--- src/rtl/cpu_decode_queue.sv ---
// Decode queue: FETCH_W-wide enqueue into a DEPTH FIFO, one decoded head per cycle out.
// Define CPU_DECQ_NOP_SQUASH_EN to drop nops at enqueue (out_is_nop then tied 0).
module cpu_decode_queue #(
  parameter int FETCH_W = 2,
  parameter int DEPTH   = 8
) (
  input  logic                         clk,
  input  logic                         rst,
  input  logic                         flush,
  input  logic                         in_valid,
  output logic                         in_ready,
  input  logic [32*FETCH_W-1:0]        in_inst,
  input  logic [31:0]                  in_pc,
  input  logic [FETCH_W-1:0]           in_mask,
  output logic                         out_valid,
  input  logic                         out_ready,
  output logic [31:0]                  out_inst,
  output logic [31:0]                  out_pc,
  output logic [12:0]                  out_class,
  output logic                         out_has_imm,
  output logic                         out_has_jump,
  output logic                         out_could_branch,
  output logic                         out_is_nop,
  output logic [$clog2(DEPTH+1)-1:0]   occupancy
);

  localparam int AW = $clog2(DEPTH);
  localparam int OW = $clog2(DEPTH+1);

  typedef struct packed {
    logic [12:0] cls;
    logic        has_imm;
    logic        has_jump;
    logic        could_branch;
    logic        is_nop;
  } dec_t;

  function automatic dec_t decode(input logic [31:0] i);
    logic [5:0] op;
    logic [5:0] fn;
    logic sp, ld, st, ar, ai, sh, mm, mx;
    logic jr, ja, bc, be, c0, ex;
    dec_t d;
    op = i[31:26];
    fn = i[5:0];
    sp = (op == 6'd0);
    ld = (op[5:3] == 3'b100);
    st = (op[5:3] == 3'b101);
    ai = (op[5:3] == 3'b001);
    ar = sp && (fn[5:4] == 2'b10);
    sh = sp && (fn[5:3] == 3'b000);
    mm = sp && (fn[5:3] == 3'b010);
    mx = sp && (fn[5:3] == 3'b011);
    jr = sp && (fn[5:1] == 5'b00100);
    ex = sp && (fn[5:1] == 5'b00110);
    ja = (op[5:1] == 5'b00001);
    bc = (op == 6'b000001);
    be = (op[5:2] == 4'b0001);
    c0 = (op == 6'b010000);
    d.cls = {ld, st, ar, ai, sh, mm, mx, jr, ja, bc, be, c0, ex};
    d.has_imm = ld | st | ai | bc | be;
    d.has_jump = ja;
    d.could_branch = ld | st | jr | ja | bc | be | ex | c0
                   | (ar && (fn == 6'h20 || fn == 6'h22))
                   | (op == 6'h08);
    d.is_nop = ((ar | sh) && (i[15:11] == 5'd0))
             | (ai && (i[20:16] == 5'd0));
    return d;
  endfunction

  logic [31:0]        mem_inst [DEPTH];
  logic [31:0]        mem_pc   [DEPTH];
  logic [AW-1:0]      wr_ptr, rd_ptr;
  logic [OW-1:0]      occ;
  logic [OW-1:0]      push_cnt;
  logic [FETCH_W-1:0] keep;
  logic [AW-1:0]      wr_addr [FETCH_W];
  logic               accept, pop;
  dec_t               hd;

  assign occupancy = occ;
  assign in_ready  = (OW'(DEPTH) - occ) >= OW'(FETCH_W);
  assign accept    = in_valid && in_ready && !flush;
  assign pop       = !flush && (occ != '0) && (!out_valid || out_ready);
  assign hd        = decode(mem_inst[rd_ptr]);

  // Select surviving slots and pack them into consecutive FIFO addresses
  always_comb begin
    push_cnt = '0;
    for (int i = 0; i < FETCH_W; i++) begin
`ifdef CPU_DECQ_NOP_SQUASH_EN
      keep[i] = in_mask[i] && !decode(in_inst[32*i +: 32]).is_nop;
`else
      keep[i] = in_mask[i];
`endif
      wr_addr[i] = wr_ptr + push_cnt[AW-1:0];
      if (keep[i]) push_cnt = push_cnt + 1'b1;
    end
  end

  // FIFO pointers and occupancy; flush and reset empty the queue
  always_ff @(posedge clk) begin
    if (rst || flush) begin
      wr_ptr <= '0;
      rd_ptr <= '0;
      occ    <= '0;
    end else begin
      if (accept) wr_ptr <= wr_ptr + push_cnt[AW-1:0];
      if (pop) rd_ptr <= rd_ptr + 1'b1;
      occ <= occ + (accept ? push_cnt : '0) - OW'(pop);
    end
  end

  // FIFO storage writes for each kept slot
  always_ff @(posedge clk) begin
    for (int i = 0; i < FETCH_W; i++) begin
      if (accept && keep[i]) begin
        mem_inst[wr_addr[i]] <= in_inst[32*i +: 32];
        mem_pc[wr_addr[i]]   <= in_pc + 32'(4*i);
      end
    end
  end

  // Registered output stage loading the decoded FIFO head
  always_ff @(posedge clk) begin
    if (rst || flush) begin
      out_valid        <= 1'b0;
      out_inst         <= '0;
      out_pc           <= '0;
      out_class        <= '0;
      out_has_imm      <= 1'b0;
      out_has_jump     <= 1'b0;
      out_could_branch <= 1'b0;
      out_is_nop       <= 1'b0;
    end else if (pop) begin
      out_valid        <= 1'b1;
      out_inst         <= mem_inst[rd_ptr];
      out_pc           <= mem_pc[rd_ptr];
      out_class        <= hd.cls;
      out_has_imm      <= hd.has_imm;
      out_has_jump     <= hd.has_jump;
      out_could_branch <= hd.could_branch;
`ifdef CPU_DECQ_NOP_SQUASH_EN
      out_is_nop       <= 1'b0;
`else
      out_is_nop       <= hd.is_nop;
`endif
    end else if (out_ready) begin
      out_valid <= 1'b0;
    end
  end

endmodule

--- config.mk ---
export PLATFORM = sky130hd
export DESIGN_NAME = cpu_decode_queue
export DESIGN_NICKNAME = d
export VERILOG_FILES = /design/src/rtl/cpu_decode_queue.sv
export SDC_FILE = /design/constraint.sdc
export NUM_CORES = 1
export LEC_CHECK = 0
export ABC_AREA = 1
export CAP_MARGIN = 0
export CORE_MARGIN = 3
export CORE_UTILIZATION = 40
export DETAILED_ROUTE_END_ITERATION = 6
export GPL_TIMING_DRIVEN = 0
export SYNTH_ARGS = -nofsm -noshare
export SYNTH_HDL_FRONTEND = slang
export SYNTH_SLANG_ARGS = --single-unit
--- constraint.sdc ---
create_clock -name clk -period 5.6 [get_ports clk]
set_input_delay 1.12 -clock clk [delete_from_list [all_inputs] [get_ports clk]]
set_output_delay 1.12 -clock clk [all_outputs]
set_load 0.005 [all_outputs]
==> results_dict.tcl <==
set metrics [dict create \
    status "finished, final reports clean" \
    dp_slack_ps 244.2 \
    peakVddDrop_mv 0.2111 \
    port_buffers 157 \
    grt_start_max_net_pins 23 \
    min_period_ps 4747 \
    wl_per_cell_um 26.21 \
    ys_seq_area_share_pct 57.48 \
    max_freq_mhz 210.7 \
    nets 3550 \
    clk_latency_ps 620 \
    path_max_fanout 10 \
    ys_top_cells_by_area "edfxtp_1 51%, nand2_1 8.3%, o21ai_0 7.8%" \
    maxSlewHeadroom_pct 15.08 \
    setup_violations 0 \
    start_util_pct 40.74 \
    final_antenna_net_count 0 \
    die_w_um 280.0 \
    finalCritPeriodShare_pct 84.76 \
    yosys.area.top_type "edfxtp_1" \
    cts_hold_buf 0 \
    place_congestion 0.8964 \
    async_flop_share_pct 0 \
    cts.htree.levels 3 \
    worstMarginPinSlew_ps 1260 \
    clk_path_buf_depth 3 \
    first_pass_iters 6 \
    start_kind "primary input" \
    utilization_pct 48.45 \
    grt_usage_pct 29.06 \
    cts.repair.resized 0 \
    synth.avg_cell_area_um2 9.450 \
    first_global_vias 24370 \
    path_class "primary input to flip-flop" \
    syn_to_final_growth_pct 18.93 \
    cts_tree "done" \
    clk_pin_slew_ps 60 \
    post_cts_buffers 0 \
    root_buffer "clkbuf_16" \
    p_leak_nw 12.05 \
    layout_common_cells "665 x nand2_1, 512 x edfxtp_1, 469 x o21ai_0" \
    ys.flop_type "edfxtp_1" \
    syn-cell-area_um2 30020 \
    numCtsBuffers 67 \
    yosysWarnings 0 \
    cp.arrival_ps 5210 \
    drt_iter0_drc 3607 \
    crit_required_ps 6060 \
    drcViolationCount 0 \
    antenna_found_initial 8 \
    rr_worst_depth 14 \
    synth_cells 3177 \
    fillers 6731 \
    num_vias 26120 \
    mostFrequentLayoutCell "nand2_1" \
    place.detailed.hpwl_mm 80.32 \
    core-area_um2 73700 \
    max_cap_violations 0 \
    clock_sinks 606 \
    design.die.area_um2 78380 \
    synth_edf_count 512 \
    fin_skew_ps 32.63 \
    grt_pass1_wl_mm 166.2 \
    dieHeight_um 280.0 \
    yosysUniqueCellTypes 47 \
    fp-row-count 99 \
    rsz0062_at_grt "no" \
    routed_via_density 5.872 \
    synth.top_cell.area_share_pct 51.21 \
    syn_nets 3296 \
    slew_violations 0 \
    hold_path_depth 2 \
    wl_mm 116.6 \
    layout-drive-gt1-share_pct 9.535 \
    synth-seq-cells 606 \
    gr-total-overflow 0 \
    hold_class "flip-flop to flip-flop" \
    ios 190 \
    worst_slack_ps 853.2 \
    end_kind "flip-flop" \
    finalHoldViolations 0 \
    power.density_nw_per_um2 352.2 \
]
power by group:
group | switching (mW) | leakage [nW] | internal [mW]
sequential | 0.108 | 5.38 | 5.18
clock | 1.90 | 1.03 | 2.45
combinational | 2.04 | 5.63 | 0.898
layer usage:
metal  vias up  wire length, um  GRT usage (%)
li1      11600                -              -
met1     12400            45840          39.74
met2      1795            51260          44.62
met3       321            14720          7.106
met4         2             4778          11.56
met5         -               18              0
stage by stage:
step / std cells / setup TNS (ps) / hold slack, ps / total power [mW] / cell area, um2
5_1_grt: 4444 / 0 / 511.2 / 12.95 / 35690
6_report: 4449 / 0 / 465.1 / 12.58 / 35710
3_5_place_dp: 4321 / 0 / 460.6 / 8.236 / 33590
4_1_cts: 4441 / 0 / 469.6 / 12.49 / 35690
2_1_floorplan: 3177 / 0 / 461.8 / 6.858 / 30020
3_3_place_gp: 4293 / -1815230 / 454.2 / 8.181 / 32800
registers in the layout, indices dropped and copies added (netlist names), named ones only:
name / count
mem_inst: 256
out_could_branch: 1
out_has_imm: 1
out_pc: 32
out_is_nop: 1
out_class: 13
wr_ptr: 3
out_inst: 32
rd_ptr: 3
mem_pc: 256
out_valid: 1
occupancy: 4
path summary, 6_finish.rpt:
kind                                                  to  slack [ps]                startpoint
worst max-delay path             occupancy[2]$_SDFF_PP0_         850                 out_ready
worst min-delay path            out_has_imm$_SDFFE_PP0P_         470  out_has_imm$_SDFFE_PP0P_
worst max register to register   occupancy[2]$_SDFF_PP0_        1150   occupancy[0]$_SDFF_PP0_
worst min register to register  out_has_imm$_SDFFE_PP0P_         470  out_has_imm$_SDFFE_PP0P_
logic make-up (layout without fill, tap and decap cells):
kind of cell    Yosys count  after routing  synth area share [%]
mux                      34             34                 1.134
xor+xnor                 37             37                 1.179
other cells               0              8                     0
flops                   606            606                 57.48
simple gates           1089           1089                 14.94
buf+inv                 422            727                 7.243
compound gates          973            973                 17.31
fa+ha+maj                16             16                0.7168
critical path, stage by stage:
cell	delay, ps
clkdlybuf4s50_1	460
nor2_1	40
inv_1	70
nand3_1	440
inv_1	280
clkbuf_1	920
clkbuf_1	700
ha_1	360
inv_1	60
ha_1	120
inv_1	60
fa_1	370
xor2_1	140
nor2_1	50
synth_stat cells, drive strengths merged, types with 8 or more instances:
library cell / count
o211ai: 9
nand3: 69
o21bai: 8
nor2: 309
clkbuf: 107
o32ai: 26
o22ai: 29
edfxtp: 512
o221ai: 37
nor3: 24
o21ai: 774
nand4: 12
buf: 154
mux2i: 34
inv: 156
xor2: 37
a21oi: 85
nand2: 667
ha: 14
dfxtp: 94
area by class of cell:
type,instances,area (um2),share of cell area (%)
Antenna cell,8,20.02,0.05607
Clock inverter,34,277.8,0.7779
Multi-Input combinational cell,2149,10680,29.92
Tap cell,959,1200,3.360
Timing Repair Buffer,185,2275,6.370
Inverter,161,609.3,1.706
Buffer,261,1565,4.384
Sequential cell,606,17260,48.33
Clock buffer,86,1821,5.098
Note: power is estimated with default switching activity, not from simulation.
